$ cat src/rtl/pwm_clkgen_multi_if.sv
// Configuration port for pwm_clkgen_multi: one valid/ready write of
// period, high time and start phase to a selected channel.
interface pwm_clkgen_multi_if #(
  parameter int CH_W  = 2,
  parameter int CNT_W = 16
);
  logic             cfg_valid;
  logic             cfg_ready;
  logic [CH_W-1:0]  cfg_ch;
  logic [CNT_W-1:0] cfg_period;
  logic [CNT_W-1:0] cfg_high;
  logic [CNT_W-1:0] cfg_phase;

  modport master (
    output cfg_valid, cfg_ch, cfg_period, cfg_high, cfg_phase,
    input  cfg_ready
  );

  modport slave (
    input  cfg_valid, cfg_ch, cfg_period, cfg_high, cfg_phase,
    output cfg_ready
  );
endinterface

$ cat src/rtl/pwm_clkgen_multi.sv
// Multi-channel PWM / divided-clock generator with per-channel start delay and
// period-boundary shadowing of configuration updates on running channels.
module pwm_clkgen_multi #(
  parameter int NUM_CH = 4,
  parameter int CNT_W  = 16,
  parameter int CH_W   = (NUM_CH > 1) ? $clog2(NUM_CH) : 1
) (
  input  logic                   clk,
  input  logic                   rst_n,
  pwm_clkgen_multi_if.slave      cfg,
  input  logic [NUM_CH-1:0]      ch_en,
  output logic [NUM_CH-1:0]      clk_out,
  output logic [NUM_CH-1:0]      wrap_pulse,
  output logic [NUM_CH-1:0]      cfg_pending
);

  typedef enum logic [1:0] {
    ST_IDLE  = 2'd0,
    ST_DELAY = 2'd1,
    ST_RUN   = 2'd2
  } ch_state_e;

  localparam logic [CNT_W-1:0] ZERO = {CNT_W{1'b0}};
  localparam logic [CNT_W-1:0] ONE  = {{(CNT_W-1){1'b0}}, 1'b1};

  logic cfg_ready_r;

  // cfg_ready rises on the first edge after reset release and stays high
  always_ff @(posedge clk or negedge rst_n) begin
    if (!rst_n) begin
      cfg_ready_r <= 1'b0;
    end else begin
      cfg_ready_r <= 1'b1;
    end
  end

  assign cfg.cfg_ready = cfg_ready_r;

  for (genvar g = 0; g < NUM_CH; g++) begin : g_ch
    ch_state_e        state_r, state_s;
    logic [CNT_W-1:0] cnt_r, cnt_s, dly_r, dly_s, p_m1_s;
    logic [CNT_W-1:0] act_p_r, act_h_r, act_d_r, act_p_s, act_h_s, act_d_s;
    logic [CNT_W-1:0] shd_p_r, shd_h_r, shd_d_r, shd_p_s, shd_h_s, shd_d_s;
    logic             pend_r, pend_s, out_r, out_s, wrap_r, wrap_s, wr_s;

    assign wr_s = cfg.cfg_valid && cfg_ready_r && (cfg.cfg_ch == CH_W'(g));

    // P = 0 behaves as P = 1: the wrap point is then cnt = 0
    assign p_m1_s = (act_p_r > ONE) ? (act_p_r - ONE) : ZERO;

    // Channel state register
    always_ff @(posedge clk or negedge rst_n) begin
      if (!rst_n) begin
        state_r <= ST_IDLE;
        cnt_r   <= ZERO;
        dly_r   <= ZERO;
        act_p_r <= ZERO;
        act_h_r <= ZERO;
        act_d_r <= ZERO;
        shd_p_r <= ZERO;
        shd_h_r <= ZERO;
        shd_d_r <= ZERO;
        pend_r  <= 1'b0;
        out_r   <= 1'b0;
        wrap_r  <= 1'b0;
      end else begin
        state_r <= state_s;
        cnt_r   <= cnt_s;
        dly_r   <= dly_s;
        act_p_r <= act_p_s;
        act_h_r <= act_h_s;
        act_d_r <= act_d_s;
        shd_p_r <= shd_p_s;
        shd_h_r <= shd_h_s;
        shd_d_r <= shd_d_s;
        pend_r  <= pend_s;
        out_r   <= out_s;
        wrap_r  <= wrap_s;
      end
    end

    // Next state, counters, config routing and registered waveform
    always_comb begin
      state_s = state_r;
      cnt_s   = cnt_r;
      dly_s   = dly_r;
      act_p_s = act_p_r;
      act_h_s = act_h_r;
      act_d_s = act_d_r;
      shd_p_s = shd_p_r;
      shd_h_s = shd_h_r;
      shd_d_s = shd_d_r;
      pend_s  = pend_r;
      out_s   = 1'b0;
      wrap_s  = 1'b0;
      if (!ch_en[g]) begin
        state_s = ST_IDLE;
        cnt_s   = ZERO;
        dly_s   = ZERO;
        pend_s  = 1'b0;
        // A same-edge write is newer than any pending shadow
        if (wr_s) begin
          act_p_s = cfg.cfg_period;
          act_h_s = cfg.cfg_high;
          act_d_s = cfg.cfg_phase;
        end else if (pend_r) begin
          act_p_s = shd_p_r;
          act_h_s = shd_h_r;
          act_d_s = shd_d_r;
        end else begin
          act_p_s = act_p_r;
        end
      end else begin
        case (state_r)
          ST_IDLE, ST_DELAY: begin
            if (wr_s) begin
              act_p_s = cfg.cfg_period;
              act_h_s = cfg.cfg_high;
              act_d_s = cfg.cfg_phase;
            end else begin
              act_p_s = act_p_r;
            end
            cnt_s = ZERO;
            if (state_r == ST_IDLE) begin
              if (act_d_s == ZERO) begin
                state_s = ST_RUN;
                out_s   = (act_h_s != ZERO);
              end else begin
                state_s = ST_DELAY;
                dly_s   = act_d_s;
              end
            end else if (dly_r <= ONE) begin
              state_s = ST_RUN;
              dly_s   = ZERO;
              out_s   = (act_h_s != ZERO);
            end else begin
              dly_s = dly_r - ONE;
            end
          end
          ST_RUN: begin
            if (cnt_r >= p_m1_s) begin
              cnt_s  = ZERO;
              wrap_s = 1'b1;
              if (pend_r) begin
                act_p_s = shd_p_r;
                act_h_s = shd_h_r;
                act_d_s = shd_d_r;
                pend_s  = 1'b0;
              end else begin
                pend_s = 1'b0;
              end
            end else begin
              cnt_s = cnt_r + ONE;
            end
            // A write on the wrap edge waits for the following boundary
            if (wr_s) begin
              shd_p_s = cfg.cfg_period;
              shd_h_s = cfg.cfg_high;
              shd_d_s = cfg.cfg_phase;
              pend_s  = 1'b1;
            end else begin
              shd_p_s = shd_p_r;
            end
            out_s = (cnt_s < act_h_s);
          end
          default: begin
            state_s = ST_IDLE;
            cnt_s   = ZERO;
            dly_s   = ZERO;
          end
        endcase
      end
    end

    assign clk_out[g]     = out_r;
    assign wrap_pulse[g]  = wrap_r;
    assign cfg_pending[g] = pend_r;
  end

endmodule
$ cat src/flat_wrapper.sv
// flat-port wrapper written by rule: the top's interface ports become plain ports
module pwm_clkgen_multi_flat 
#(
  parameter int NUM_CH = 4,
  parameter int CNT_W  = 16,
  parameter int CH_W   = (NUM_CH > 1) ? $clog2(NUM_CH) : 1
)
  (clk, rst_n, ch_en, clk_out, wrap_pulse, cfg_pending, cfg_cfg_valid, cfg_cfg_ch, cfg_cfg_period, cfg_cfg_high, cfg_cfg_phase, cfg_cfg_ready);
  pwm_clkgen_multi_if #(.CH_W(CH_W), .CNT_W(CNT_W)) cfg_i ();
  input  logic clk;
  input  logic rst_n;
  input  logic [NUM_CH-1:0] ch_en;
  output logic [NUM_CH-1:0] clk_out;
  output logic [NUM_CH-1:0] wrap_pulse;
  output logic [NUM_CH-1:0] cfg_pending;
  input wire logic [$bits(cfg_i.cfg_valid)-1:0] cfg_cfg_valid;
  input wire logic [$bits(cfg_i.cfg_ch)-1:0] cfg_cfg_ch;
  input wire logic [$bits(cfg_i.cfg_period)-1:0] cfg_cfg_period;
  input wire logic [$bits(cfg_i.cfg_high)-1:0] cfg_cfg_high;
  input wire logic [$bits(cfg_i.cfg_phase)-1:0] cfg_cfg_phase;
  output wire logic [$bits(cfg_i.cfg_ready)-1:0] cfg_cfg_ready;
  assign cfg_i.cfg_valid = cfg_cfg_valid;
  assign cfg_i.cfg_ch = cfg_cfg_ch;
  assign cfg_i.cfg_period = cfg_cfg_period;
  assign cfg_i.cfg_high = cfg_cfg_high;
  assign cfg_i.cfg_phase = cfg_cfg_phase;
  assign cfg_cfg_ready = cfg_i.cfg_ready;
  pwm_clkgen_multi #(.NUM_CH(NUM_CH), .CNT_W(CNT_W), .CH_W(CH_W)) u_core (.clk(clk), .rst_n(rst_n), .cfg(cfg_i), .ch_en(ch_en), .clk_out(clk_out), .wrap_pulse(wrap_pulse), .cfg_pending(cfg_pending));
endmodule
$ cat config.mk
export PLATFORM = sky130hd
export DESIGN_NAME = pwm_clkgen_multi_flat
export DESIGN_NICKNAME = d
export VERILOG_FILES = /design/src/rtl/pwm_clkgen_multi_if.sv /design/src/rtl/pwm_clkgen_multi.sv /design/src/flat_wrapper.sv
export SDC_FILE = /design/constraint.sdc
export NUM_CORES = 2
export LEC_CHECK = 0
export ABC_AREA = 1
export CAP_MARGIN = 20
export CORE_ASPECT_RATIO = 1.5
export CORE_UTILIZATION = 40
export DETAILED_ROUTE_END_ITERATION = 6
export GPL_TIMING_DRIVEN = 0
export PLACE_DENSITY_LB_ADDON = 0.12
export SLEW_MARGIN = 20
export SYNTH_ARGS = -nofsm -noshare
export SYNTH_HDL_FRONTEND = slang
export SYNTH_SLANG_ARGS = --single-unit
$ cat constraint.sdc
create_clock -name clk -period 5.4 [get_ports clk]
set_input_delay 1.08 -clock clk [delete_from_list [all_inputs] [get_ports clk]]
set_output_delay 1.08 -clock clk [all_outputs]
set_load 0.01 [all_outputs]
# Word level (Yosys, flattened, before mapping)
# Cells that the tools add are included.
[word_totals] regBits=533 latch_bits=0 ram_bits=0 rom_bits=0 out_inout_bits=13 elab_cells=374 memories=0
[op_classes] n_addsub=12 n_mul=0 div=0 n_lt_le_gt_ge=16 n_eq_ne=43 shift=0 muxes=208 bitwise_logic=0 reduce_logical=46
[ops] op="16-bit 2-to-1 mux" n=124
[ops] op="16-bit one-hot mux with 2 select lines" n=16
[ops] op="16-bit by 1-bit subtractor with 16-bit output, second input constant" n=8
[ops] op="16-bit by 1-bit adder with 16-bit output, second input constant" n=4
[ops] op="16-bit greater-or-equal comparator" n=4
[ops] op="16-bit by 1-bit > comparator with 1-bit output, second input constant" n=4
[ops] op="16-bit by 1-bit <= comparator with 1-bit output, second input constant" n=4
[ops] op="16-bit logical NOT" n=4
[ops] op="16-bit less-than comparator" n=4
[ops] op="16-bit nonzero test" n=4
[ops] op="1-bit 2-to-1 mux" n=44
[ops] op="2-bit 2-to-1 mux" n=16
[ops] op="2-bit AND reduction" n=16
[ops] op="3-bit by 1-bit != test with 1-bit output, second input constant" n=8
[ops] op="3-bit by 2-bit != test with 1-bit output, second input constant" n=8
[ops] op="3-bit AND reduction" n=8
[ops] op="4-bit by 2-bit != test with 1-bit output, second input constant" n=4
[ops] op="4-bit != test, second input constant" n=4
[ops] op="2-bit one-hot mux with 2 select lines" n=4
[ops] op="2-bit equality test, second input constant" n=6
[ops] op="2-bit by 1-bit equality test with 1-bit output, second input constant" n=5
[ops] op="2-bit logical NOT" n=5
[ops] op="2-bit by 1-bit != test with 1-bit output, second input constant" n=4
[ops] op="2-bit != test, second input constant" n=4
[ops] op="other kinds (3)" n=13

# Logic depth before layout (Yosys ltp)
[logic_depth] word_depth=10 depth_mapped=34 mapped_depth_nobuf=33

# Worst setup path before layout
# Ideal clock, no wire load.
[synth_timing] path_type="flip-flop to flip-flop" startpoint="reg u_core.g_ch[1].act_p_r[2]" endpoint="reg u_core.g_ch[1].out_r" arrival_time_ns=4.143 required_time_ns=5.323 path_slack_ns=1.179 stages_incl_launch_ff=30 path_buffers=2 synth_period_minus_slack_ns=4.221 cell_sequence="dfrtp_1 nor2_1 inv_1 nor2_1 inv_1 nor3_1 inv_1 nor3_1 inv_1 nor3_2 and3_1 nand3_1 xor2_1 nand2_1 ha_1 nand4_1 a21oi_1 nor2_1 nand2_2 clkbuf_1 buf_1 nor2_1 ha_1 a21oi_1 o21ai_0 nand3_1 a21oi_1 a2111oi_0 nand2_1 a21oi_1"
[synth_via] elab_chain_cells=9
[synth_rtl] item="from (decl)" line="pwm_clkgen_multi.sv:42" source="logic [CNT_W-1:0] act_p_r, act_h_r, act_d_r, act_p_s, act_h_s, act_d_s;"
[synth_rtl] item="from (signal assigned)" line="pwm_clkgen_multi.sv:70" source="act_p_r <= act_p_s;"
[synth_rtl] item="16-bit by 1-bit subtractor with 16-bit output / 16-bit by 1-bit > comparator with 1-bit output (equally long branches)" line="pwm_clkgen_multi.sv:49" source="assign p_m1_s = (act_p_r > ONE) ? (act_p_r - ONE) : ZERO;"
[synth_rtl] item="16-bit 2-to-1 mux (*)" line="pwm_clkgen_multi.sv:49"
[synth_rtl] item="16-bit greater-or-equal comparator (*)" line="pwm_clkgen_multi.sv:141" source="if (cnt_r >= p_m1_s) begin"
[synth_rtl] item="16-bit 2-to-1 mux" line="pwm_clkgen_multi.sv:141"
[synth_rtl] item="16-bit 2-to-1 mux" line="pwm_clkgen_multi.sv:114" source="case (state_r)"
[synth_rtl] item="16-bit 2-to-1 mux" line="pwm_clkgen_multi.sv:96" source="if (!ch_en[g]) begin"
[synth_rtl] item="16-bit less-than comparator (*)" line="pwm_clkgen_multi.sv:164" source="out_s = (cnt_s < act_h_s);"
[synth_rtl] item="1-bit one-hot mux with 2 select lines (*)" line="pwm_clkgen_multi.sv:114"
[synth_rtl] item="1-bit 2-to-1 mux (*)" line="pwm_clkgen_multi.sv:96"
[synth_rtl] item="named net u_core.g_ch[1].out_s" line="pwm_clkgen_multi.sv:44" source="logic pend_r, pend_s, out_r, out_s, wrap_r, wrap_s, wr_s;"
[synth_rtl] item="to (signal assigned)" line="pwm_clkgen_multi.sv:77" source="out_r <= out_s;"
[synth_rtl] item="to (decl)" line="pwm_clkgen_multi.sv:44"
# The timed path passes the listed nets; every way through them passes the cells marked *. The select of a mux whose other input is x is not followed.
# A chain may end at the register's enable or synchronous reset.

# Final worst setup path
[layout_timing] startpoint="reg u_core.g_ch[3].act_p_r[2]" endpoint="reg u_core.g_ch[3].out_r"
[layout_via] elab_chain_cells=9
[layout_rtl] item="from (decl)" line="pwm_clkgen_multi.sv:42"
[layout_rtl] item="from (signal assigned)" line="pwm_clkgen_multi.sv:70"
[layout_rtl] item="16-bit by 1-bit subtractor with 16-bit output / 16-bit by 1-bit > comparator with 1-bit output (equally long branches)" line="pwm_clkgen_multi.sv:49"
[layout_rtl] item="16-bit 2-to-1 mux (*)" line="pwm_clkgen_multi.sv:49"
[layout_rtl] item="16-bit greater-or-equal comparator (*)" line="pwm_clkgen_multi.sv:141"
[layout_rtl] item="16-bit 2-to-1 mux" line="pwm_clkgen_multi.sv:141"
[layout_rtl] item="16-bit 2-to-1 mux" line="pwm_clkgen_multi.sv:114"
[layout_rtl] item="16-bit 2-to-1 mux" line="pwm_clkgen_multi.sv:96"
[layout_rtl] item="16-bit less-than comparator (*)" line="pwm_clkgen_multi.sv:164"
[layout_rtl] item="1-bit one-hot mux with 2 select lines (*)" line="pwm_clkgen_multi.sv:114"
[layout_rtl] item="1-bit 2-to-1 mux (*)" line="pwm_clkgen_multi.sv:96"
[layout_rtl] item="named net u_core.g_ch[3].out_s" line="pwm_clkgen_multi.sv:44"
[layout_rtl] item="to (signal assigned)" line="pwm_clkgen_multi.sv:77"
[layout_rtl] item="to (decl)" line="pwm_clkgen_multi.sv:44"
# Marks and branches as above.

==> flow_summary.ini <==
[synth]
ys_warn_count = 0
syn_nets = 4835
synthCells = 4634
synthFlopType = dfrtp_1
ys_seq_area_share_pct = 39.7
ys_ff_latch = 533
synth_area_leader_cell = dfrtp_1
async_reset_ff_share_pct = 100
ys_types = 45
synth_top_area_share_pct = 39.7
syn_avg_cell_area_um2 = 7.25
synth_area_leaders = dfrtp_1, nand2_1, o21ai_0, ha_1, inv_1
syn-cell-area_um2 = 33600
synth_edf_count = 0

[timing]
worst_pin_slew_ns = 0.938
max_freq_ghz = 0.198
final-max-slew-violation-count = 0
rsz0062_at_grt = no
period_minus_slack_ns = 5.06
final.setup.worst_slack_ns = 0.340
setup_tns_ns = 0
final-hold-violation-count = 0
fin_worst_skew_ns = 0.0232
slew_headroom_pct = 36.8
setup_violations = 0
fin_crit_sh_pct = 93.7

[placement]
placed_cells = 5820
hpwl_mm = 97.8
place_ws_ns = -0.198
numPortBuffers = 67
routabilityCongestion = 1.00

[cts]
ctsHoldBuffers = 0
cts_sinks = 533
clk_pin_slew_ns = 0.06
cts.path.max_buffers = 3
cts_buffers = 58
worstSkewPairLatency_ns = 0.66
cts_tree = done
htreeDepth = 2
root_buffer = clkbuf_16

[floorplanning]
initial_utilization_pct = 40.6
dieArea_um2 = 85200
die_width_um = 239
die_h_um = 357
fp.coreArea_um2 = 82800
ios = 70
rows = 129

[global_route]
grt_pass1_wl_mm = 194
gr-total-overflow = 0
grt_start_max_net_pins = 96
grt_usage_pct = 30.0
grt_pass1_vias = 32600
antenna_found_initial = 5

[routing]
drtAntennaViolNets = 0
via_count = 33100
drt_iter0_markers = 2751
drtPass1Iterations = 6
wl_mm = 128
via_per_inst = 5.58
remaining_drc_errors = 0
routedWlPerCell_um = 21.6

[power_and_ir_drop]
power_density_nw_per_um2 = 467
power_leakage_nw = 17.7
p_sw_w = 0.00751
seq_power_share_pct = 34.0
ir_drop_mv = 0.350
intPower_w = 0.0103
combPwrFrac_pct = 41.0
clockPowerShare_pct = 25.0
swShare_pct = 42.2

[setup_path]
crit_required_ns = 5.97
path_buf_inv = 4
ff2ff_setup_slack_ns = 0.34
crit_top_cell = nand2_1
cp-start-kind = register
crit_slowest_cell = dfrtp_1
worstPathArrival_ns = 5.63
max_stage_delay_ns = 0.42
reg2reg_depth = 25
cp-end-kind = register
worstPathMaxFanout = 10
critPathKind = register to register
cp.depth = 25
path_delay_family = simple AND/OR/NAND/NOR gates

[cells_and_area]
multi_input_area_um2 = 17500
layout.nets = 4967
register_area_um2 = 13300
synthToLayoutAreaGrowth_pct = 13.2
final_cell_mix = nand2_1, o21ai_0, dfrtp_1
nFillCells = 8488
drive_gt1_share_pct = 5.07
final_common_cell = nand2_1
stdcell_count = 5930

[run_status]
status = complete, no violations

[flow_run]
drv_cap = 0

[worst_hold_path]
hold_path.class = primary input to async pin
[registers in the layout, summed over array words and instances, names as in the netlist]
register and cells:
u_core.g_ch.cnt_r 64, u_core.g_ch.shd_d_r 64, u_core.g_ch.act_h_r 64, u_core.g_ch.dly_r 64, u_core.g_ch.act_p_r 64, u_core.g_ch.pend_r 4, u_core.cfg.cfg_ready 1, u_core.g_ch.shd_h_r 64
u_core.g_ch.wrap_r 4, u_core.g_ch.shd_p_r 64, u_core.g_ch.act_d_r 64, u_core.g_ch.out_r 4, u_core.g_ch.state_r 8
[power by group through the flow]
stage               Sequential [W]  Clock [W]  Combinational [W]
finish                     0.00604    0.00444            0.00729
global route               0.00615    0.00464            0.00833
CTS                        0.00600    0.00451            0.00724
detailed placement         0.00605          0            0.00720
global placement           0.00607          0            0.00711
floorplan                  0.00575          0            0.00526
[per-layer routing]
metal | wire length [um] | vias to the layer above | part of all wire, % | track usage, %
met4 | 8470 | 0 | 6.6 | 18.0
met3 | 5970 | 319 | 4.7 | 3.16
li1 | - | 15900 | - | -
met5 | 0 | - | 0 | 0
met1 | 49400 | 15800 | 39 | 34.4
met2 | 64100 | 1081 | 50 | 53.6
[synthesized netlist by cell type, types with 5 or more instances]
library cell,instances
nand3_1,118
nor4_1,34
a32oi_1,11
ha_1,144
a22oi_1,22
a211oi_1,9
o211ai_1,89
buf_2,34
a21oi_1,160
o21ai_0,782
o21ai_1,18
nand2_2,7
inv_1,467
nand4_1,45
dfrtp_1,533
o22ai_1,79
xor2_1,75
nand2_1,1165
a31oi_1,20
buf_1,13
mux2i_1,15
clkbuf_1,174
nor2_2,5
nor3_1,50
nor2_1,386
o221ai_1,73
xnor2_1,21
or2_2,23
buf_4,17
inv_2,16
[per-stage QoR]
stage | instance area [um2] | util [%] | hold slack [ns] | total power [W]
after floorplan | 33600 | - | 0.446 | 0.0110
after global placement | 35700 | 43.1 | 0.461 | 0.0132
after detailed placement | 35800 | 43.3 | 0.468 | 0.0132
after CTS | 37900 | 45.8 | 0.318 | 0.0177
after global routing | 38000 | 45.9 | 0.335 | 0.0191
final | 38000 | 45.9 | 0.327 | 0.0178
[layout make-up]
class	count	area share (%)
Timing Repair Buffer	73	2.21
Antenna cell	5	0.0329
Sequential cell	533	35.1
Multi-Input combinational cell	3376	46.1
Buffer	237	2.68
Clock inverter	27	0.994
Inverter	487	4.81
Tap cell	1113	3.66
Clock buffer	79	4.47
[worst paths after layout]
check / startpoint / end
min in group clk: u_core.g_ch[1].shd_d_r[13]$_DFFE_PN0P_ / u_core.g_ch[1].shd_d_r[13]$_DFFE_PN0P_
max in group asynchronous: rst_n / u_core.g_ch[1].cnt_r[1]$_DFF_PN0_
worst min register to register: u_core.g_ch[1].shd_d_r[13]$_DFFE_PN0P_ / u_core.g_ch[1].shd_d_r[13]$_DFFE_PN0P_
worst max-delay path: u_core.g_ch[3].act_p_r[2]$_DFFE_PN0P_ / u_core.g_ch[3].out_r$_DFF_PN0_
worst min-delay path: rst_n / u_core.g_ch[2].act_p_r[1]$_DFFE_PN0P_
worst max register to register: u_core.g_ch[3].act_p_r[2]$_DFFE_PN0P_ / u_core.g_ch[3].out_r$_DFF_PN0_
[cells by family (layout without fill, tap and decap cells)]
group,count (synthesis),after routing,share of synthesized area [%]
AOI/OAI and AO/OA,1280,1280,21.4
xor gates and xnor gates,96,96,2.50
adders and majority gates,144,144,5.36
buffers and inverters,725,903,8.41
DFF,533,533,39.7
muxes,15,15,0.447
other,1,6,0.0112
and+or+nand+nor,1840,1840,22.1
[what timing repair did]
| action | 4_1_cts | 5_1_grt |
|---|---|---|
| setup endpoints to repair | 4 | 14 |
| gates resized for setup | 9 | 50 |
| buffers inserted | 0 | 0 |
| pin swaps | 0 | 3 |
(Power assumes the default switching activity.)
